$ cat config.mk
export PLATFORM = sky130hd
export DESIGN_NAME = ace_ccu_conflict_tracker
export DESIGN_NICKNAME = d
export VERILOG_FILES = /design/src/rtl/ace_ccu_conflict_tracker.sv
export SDC_FILE = /design/constraint.sdc
export NUM_CORES = 1
export LEC_CHECK = 0
export BUFFER_PORTS_ARGS = -buffer_cell sky130_fd_sc_hd__buf_4
export CAP_MARGIN = 20
export CORE_ASPECT_RATIO = 0.9
export CORE_MARGIN = 2
export CORE_UTILIZATION = 56
export DETAILED_ROUTE_END_ITERATION = 6
export GPL_ROUTABILITY_DRIVEN = 0
export GPL_TIMING_DRIVEN = 0
export PLACE_DENSITY = 0.77
export SETUP_SLACK_MARGIN = 0.5
export SYNTH_ARGS = -nofsm -noshare
export SYNTH_HDL_FRONTEND = slang
export SYNTH_SLANG_ARGS = --single-unit
$ cat constraint.sdc
create_clock -name clk_i -period 2 [get_ports clk_i]
set_input_delay 0 -clock clk_i [delete_from_list [all_inputs] [get_ports clk_i]]
set_output_delay 0 -clock clk_i [all_outputs]
set_load 0.02 [all_outputs]
$ cat src/rtl/ace_ccu_conflict_tracker.sv
// Tracks in-flight cache-line indices per port in in-order FIFOs and stalls
// snoops whose line index matches any live entry.

module ace_ccu_conflict_tracker_lane #(
   parameter  int unsigned Depth       = 8,
   parameter  int unsigned CmAddrWidth = 8,
   localparam int unsigned CntW        = $clog2(Depth + 1)
) (
   input  logic                   clk_i,
   input  logic                   rst_ni,
   input  logic                   alloc_valid_i,
   input  logic [CmAddrWidth-1:0] alloc_addr_i,
   output logic                   alloc_ready_o,
   input  logic                   release_i,
   input  logic [CmAddrWidth-1:0] snoop_addr_i,
   output logic                   hit_o,
   output logic [CntW-1:0]        count_o,
   output logic                   rel_err_o
);

   localparam int unsigned PtrW = $clog2(Depth);

   typedef struct packed {
      logic                   vld;
      logic [CmAddrWidth-1:0] idx;
   } entry_t;

   entry_t [Depth-1:0] ent_q;
   logic [PtrW-1:0]    wptr_q, rptr_q;
   logic [CntW-1:0]    cnt_q;
   logic               alloc_fire, rel_fire;

   // Ready depends only on registered count: a release this cycle never frees a slot early.
   assign alloc_ready_o = (cnt_q != CntW'(Depth));
   assign alloc_fire    = alloc_valid_i & alloc_ready_o;
   assign rel_fire      = release_i & (cnt_q != '0);
   assign rel_err_o     = release_i & (cnt_q == '0);
   assign count_o       = cnt_q;

   always_comb begin
      hit_o = 1'b0;
      for (int i = 0; i < Depth; i++)
         if (ent_q[i].vld && (ent_q[i].idx == snoop_addr_i)) hit_o = 1'b1;
   end

   // Write and read slots never coincide when both fire: that needs empty
   // (no release) or full (no alloc).
   always_ff @(posedge clk_i) begin
      if (!rst_ni) begin
         ent_q  <= '0;
         wptr_q <= '0;
         rptr_q <= '0;
         cnt_q  <= '0;
      end else begin
         if (alloc_fire) begin
            ent_q[wptr_q].vld <= 1'b1;
            ent_q[wptr_q].idx <= alloc_addr_i;
            wptr_q            <= wptr_q + PtrW'(1);
         end
         if (rel_fire) begin
            ent_q[rptr_q].vld <= 1'b0;
            rptr_q            <= rptr_q + PtrW'(1);
         end
         cnt_q <= cnt_q + CntW'(alloc_fire) - CntW'(rel_fire);
      end
   end

endmodule

module ace_ccu_conflict_tracker #(
   parameter  int unsigned NoPorts     = 4,
   parameter  int unsigned Depth       = 8,
   parameter  int unsigned CmAddrWidth = 8,
   localparam int unsigned CntW        = $clog2(Depth + 1)
) (
   input  logic                                 clk_i,
   input  logic                                 rst_ni,
   input  logic [NoPorts-1:0]                   alloc_valid_i,
   input  logic [NoPorts-1:0][CmAddrWidth-1:0]  alloc_addr_i,
   output logic [NoPorts-1:0]                   alloc_ready_o,
   input  logic [NoPorts-1:0]                   release_i,
   input  logic                                 snoop_valid_i,
   input  logic [CmAddrWidth-1:0]               snoop_addr_i,
   output logic                                 snoop_stall_o,
   output logic [NoPorts-1:0][CntW-1:0]         count_o,
   output logic                                 busy_o,
   output logic                                 err_o
);

   logic [NoPorts-1:0] hit, rel_err, nonempty;
   logic               err_q;

   for (genvar p = 0; p < NoPorts; p++) begin : g_lane
      ace_ccu_conflict_tracker_lane #(
         .Depth       (Depth),
         .CmAddrWidth (CmAddrWidth)
      ) u_lane (
         .clk_i         (clk_i),
         .rst_ni        (rst_ni),
         .alloc_valid_i (alloc_valid_i[p]),
         .alloc_addr_i  (alloc_addr_i[p]),
         .alloc_ready_o (alloc_ready_o[p]),
         .release_i     (release_i[p]),
         .snoop_addr_i  (snoop_addr_i),
         .hit_o         (hit[p]),
         .count_o       (count_o[p]),
         .rel_err_o     (rel_err[p])
      );
      assign nonempty[p] = (count_o[p] != '0);
   end

   assign snoop_stall_o = snoop_valid_i & (|hit);
   assign busy_o        = |nonempty;
   assign err_o         = err_q;

   always_ff @(posedge clk_i) begin
      if (!rst_ni)       err_q <= 1'b0;
      else if (|rel_err) err_q <= 1'b1;
   end

endmodule
==> results.md <==
* PortBufs at 32
* Crit path max fanout at 2
* Syn_nets at about 1800
* Dpl cells at about 2100
* TritonCTS Buffers at 35
* Sequential share of the synthesized area at 41.7%
* Nets at 1927
* Setup Skew at 16.1 ps
* Layout cell share with drive strength beyond 1 at 21.6%
* Worst skew pair latency at 520 ps
* Setup TNS at -960 ps
* Slew @ Worst Pin at between 1000 and 1500 ps
* CTS clk-pin slew, worst paths at 60 ps
* Setup violators final at 14
* 1st-pass router iterations at 5
* Switch Pwr at 6.38 mW
* Failing checks: negative setup slack
* Max_cap viols at 0
* Pin count of the biggest net entering global routing at 14
* Final worst slack at -500 ps
* Non-Filler Instances at 2222
* Gr usage total at 31.8%
* Drt wl/cell at 22.0 um
* Die Y at 163 um
* Clock tree buffer depth at 3
* Initial core utilization at 56.7%
* Post-route DRC at 0
* DR iter-0 viols at 1262
* Fin Hold WS at 22.3 ps
* Final Hold Vio Count at 0
* Outcome: finished, violations left
* Comb pwr share at between 30% and 40%
* Antenna cells at 0
* Hold Startpoint: alloc_addr_i[11]
* Ys async rst share at 0%
* Post-Syn Area per Cell at 9.48 sq um
* TritonCTS clock tree: done
* RR Endpoint: g_lane[2].u_lane.count_o[2]$_SDFF_PN0_
* Critical path's largest stage delay at about 400 ps
* RSZ-0062 raised after global routing: true
* Number of synthesis warnings at 0
* CP Cell Sequence: xor2_1, nor4_2, nand4_1, nand4_1, nor4_1, a31oi_1, buf_4
* Vias at 12906
* Flop2flop setup slack at -80 ps
* Part of the power in the clock network at 31.0%
* Vias in the first global route at about 13000
* Die footprint at 29600 sq um
* Routed WL at slightly below 50000 um
* Critical Path End Type: output pin
* Period utilization at 125%
* Max Fclk at 0.400 GHz
* First-pass GRT wire length at 72000 um
* Die X at roughly 180 um
* Synth top area share at 41.7%
* Library cells used by synthesis at 35
* Crit path launch type: register
* Cell Area, Synth at 15800 sq um
* # fillers at 1930
* # IOs at 74
* Pleak at 8.97 nW
* Power per cell area at 1030 nW/um^2
* GRT Residual Overflow at 0
* Core area at 27900 sq um
* H-Tree Depth at 2
* Area Overhead vs Synth at 25.5%
* Initial antenna violation count at 2
* Cell accounting for the most synthesized area: dfxtp_1
* Root Driver: clkbuf_16
* #FFs+latches synth at 329
* Crit Path Class: register to output pin
* Worst ir drop on vdd at between 0.6 and 0.7 mV
* Reg2reg path depth at 12
* Tmin final at 2500 ps
* Pins Over Slew Limit at 0
* Crit path top cell by count: nand4_1
* Post-synth EDFFs at 0
* Post-synthesis cell count at 1666
* Reg-to-reg startpoint: g_lane[2].u_lane.count_o[2]$_SDFF_PN0_
* DPL Wire Length at 29800 um
* Worst hold path type: input port to register
* Clk sinks at 329
* FP Rows at 58
* Ys flop type: dfxtp_1
* Number of routed nets with antenna violations at 0
* WHS Path Cells at 3
* Power Internal at 14.0 mW
* Vias/cell at 5.81
* Crit-path slowest cell: nor4_2
* Worst EP arrival at about 2500 ps
* Sequential share of power at 37.3%
* Max-slew headroom at 25.0%
* Worst path required time at about 2000 ps
* Switching share of total power at 31.4%
* Dominant cells by area after synthesis: dfxtp_1, mux2i_1, xor2_1
[metrics by stage]
step	utilization, %	setup slack [ps]	area (sq um)	total power [mW]
6_report	71.1	-500	19800	20.3
5_1_grt	71.1	-490	19800	21.0
4_1_cts	69.3	-434	19300	19.5
3_5_place_dp	60.8	-284	17000	12.2
3_3_place_gp	60.8	-303	17000	12.0
2_1_floorplan	-	-14.8	16300	11.0
[repair_timing]
item / in CTS / in global routing
endpoints found under the setup margin: 312 / 326
gates resized for setup: 139 / 88
setup buffers: 54 / 24
hold buffers: 11 / 0
pin swaps: 59 / 50
endpoints found under the hold margin: 28 / 0
cloned: 13 / 3
[cell usage after synthesis (3+ instances only)]
cell type  count
a21boi_4       4
a21o_1         4
a21oi_1       31
a31oi_1        3
and2_1         8
buf_2         49
buf_4         18
clkbuf_1      77
dfxtp_1      329
fa_1           4
ha_1          32
inv_1         49
mux2i_1      264
nand2_1       27
nand2b_1      26
nand3_1       11
nand4_1       40
nand4b_1       8
nor2_1       293
nor2_4         4
nor3_1        28
nor3b_1        8
nor4_1        35
o21ai_0       13
o221a_2       11
o31ai_1        7
xnor2_1       61
xor2_1       212
[cells in the final DEF, fill, tap and decap left out, types with 12 or more instances in the layout]
cell	count
a21oi_1	19
clkbuf_16	39
xnor2_1	61
dfxtp_1	312
nor3_1	27
nor4_1	31
inv_1	30
nand2_1	19
buf_4	68
buf_2	27
ha_4	19
xor2_1	212
clkbuf_1	81
mux2i_1	257
nand4_1	40
nor2_1	287
buf_6	88
ha_1	13
nand2b_1	19
a21oi_2	12
[kinds of logic (layout without fill, tap and decap cells)]
group	count (synthesis)	after routing	share of synthesized area, %
DFF	329	329	41.7
AOI/OAI and AO/OA	76	76	3.45
adders and majority gates	36	36	3.04
and+or+nand+nor	493	493	14.5
muxes	264	264	16.7
buffers and inverters	195	391	5.50
xor gates and xnor gates	273	273	15.1
[metal layers]
layer	vias up	GRT usage, %	part of all wire, %
met5	-	0	0.055
li1	5848	-	-
met2	587	53.5	46
met3	167	5.02	7.4
met4	4	12.6	4.3
met1	6300	41.2	42
[worst max path at each step]
stage                     slack (ps)                                     end                                    from
after floorplan                  -10  g_lane[3].u_lane.count_o[1]$_SDFF_PN0_  g_lane[3].u_lane.count_o[3]$_SDFF_PN0_
after global placement          -300                           snoop_stall_o                         snoop_addr_i[6]
after detailed placement        -280                           snoop_stall_o                         snoop_addr_i[6]
after CTS                       -430                           snoop_stall_o                                register
after global routing            -490                           snoop_stall_o                                register
final                           -500                           snoop_stall_o                                register
[power groups by stage]
stage	Combinational (mW)	Sequential (mW)	Clock, mW
2_1_floorplan	3.28	7.75	0
5_1_grt	6.86	7.63	6.56
6_report	6.44	7.58	6.31
4_1_cts	5.71	7.53	6.28
3_5_place_dp	4.54	7.67	0
3_3_place_gp	4.37	7.65	0
[critical path, delay by kind of cell (launching register included)]
family / cells / cell delay (ps)
xor+xnor: 1 / 170
buf+inv: 1 / 200
simple gates: 4 / 1050
compound gates: 1 / 240
flops: 1 / 320
[final cells by class]
class | count | area (sq um) | share of cell area, %
clock inverters | 5 | 25.0 | 0.126
multi-input cells | 1142 | 9130 | 46.1
plain buffers | 145 | 921 | 4.65
clock buffers | 54 | 1060 | 5.35
inverters | 50 | 210 | 1.06
flip-flops and latches | 329 | 6630 | 33.5
well taps | 360 | 450 | 2.27
repair buffers | 137 | 1390 | 7.03
No activity file was read; power rests on OpenSTA's default activity.
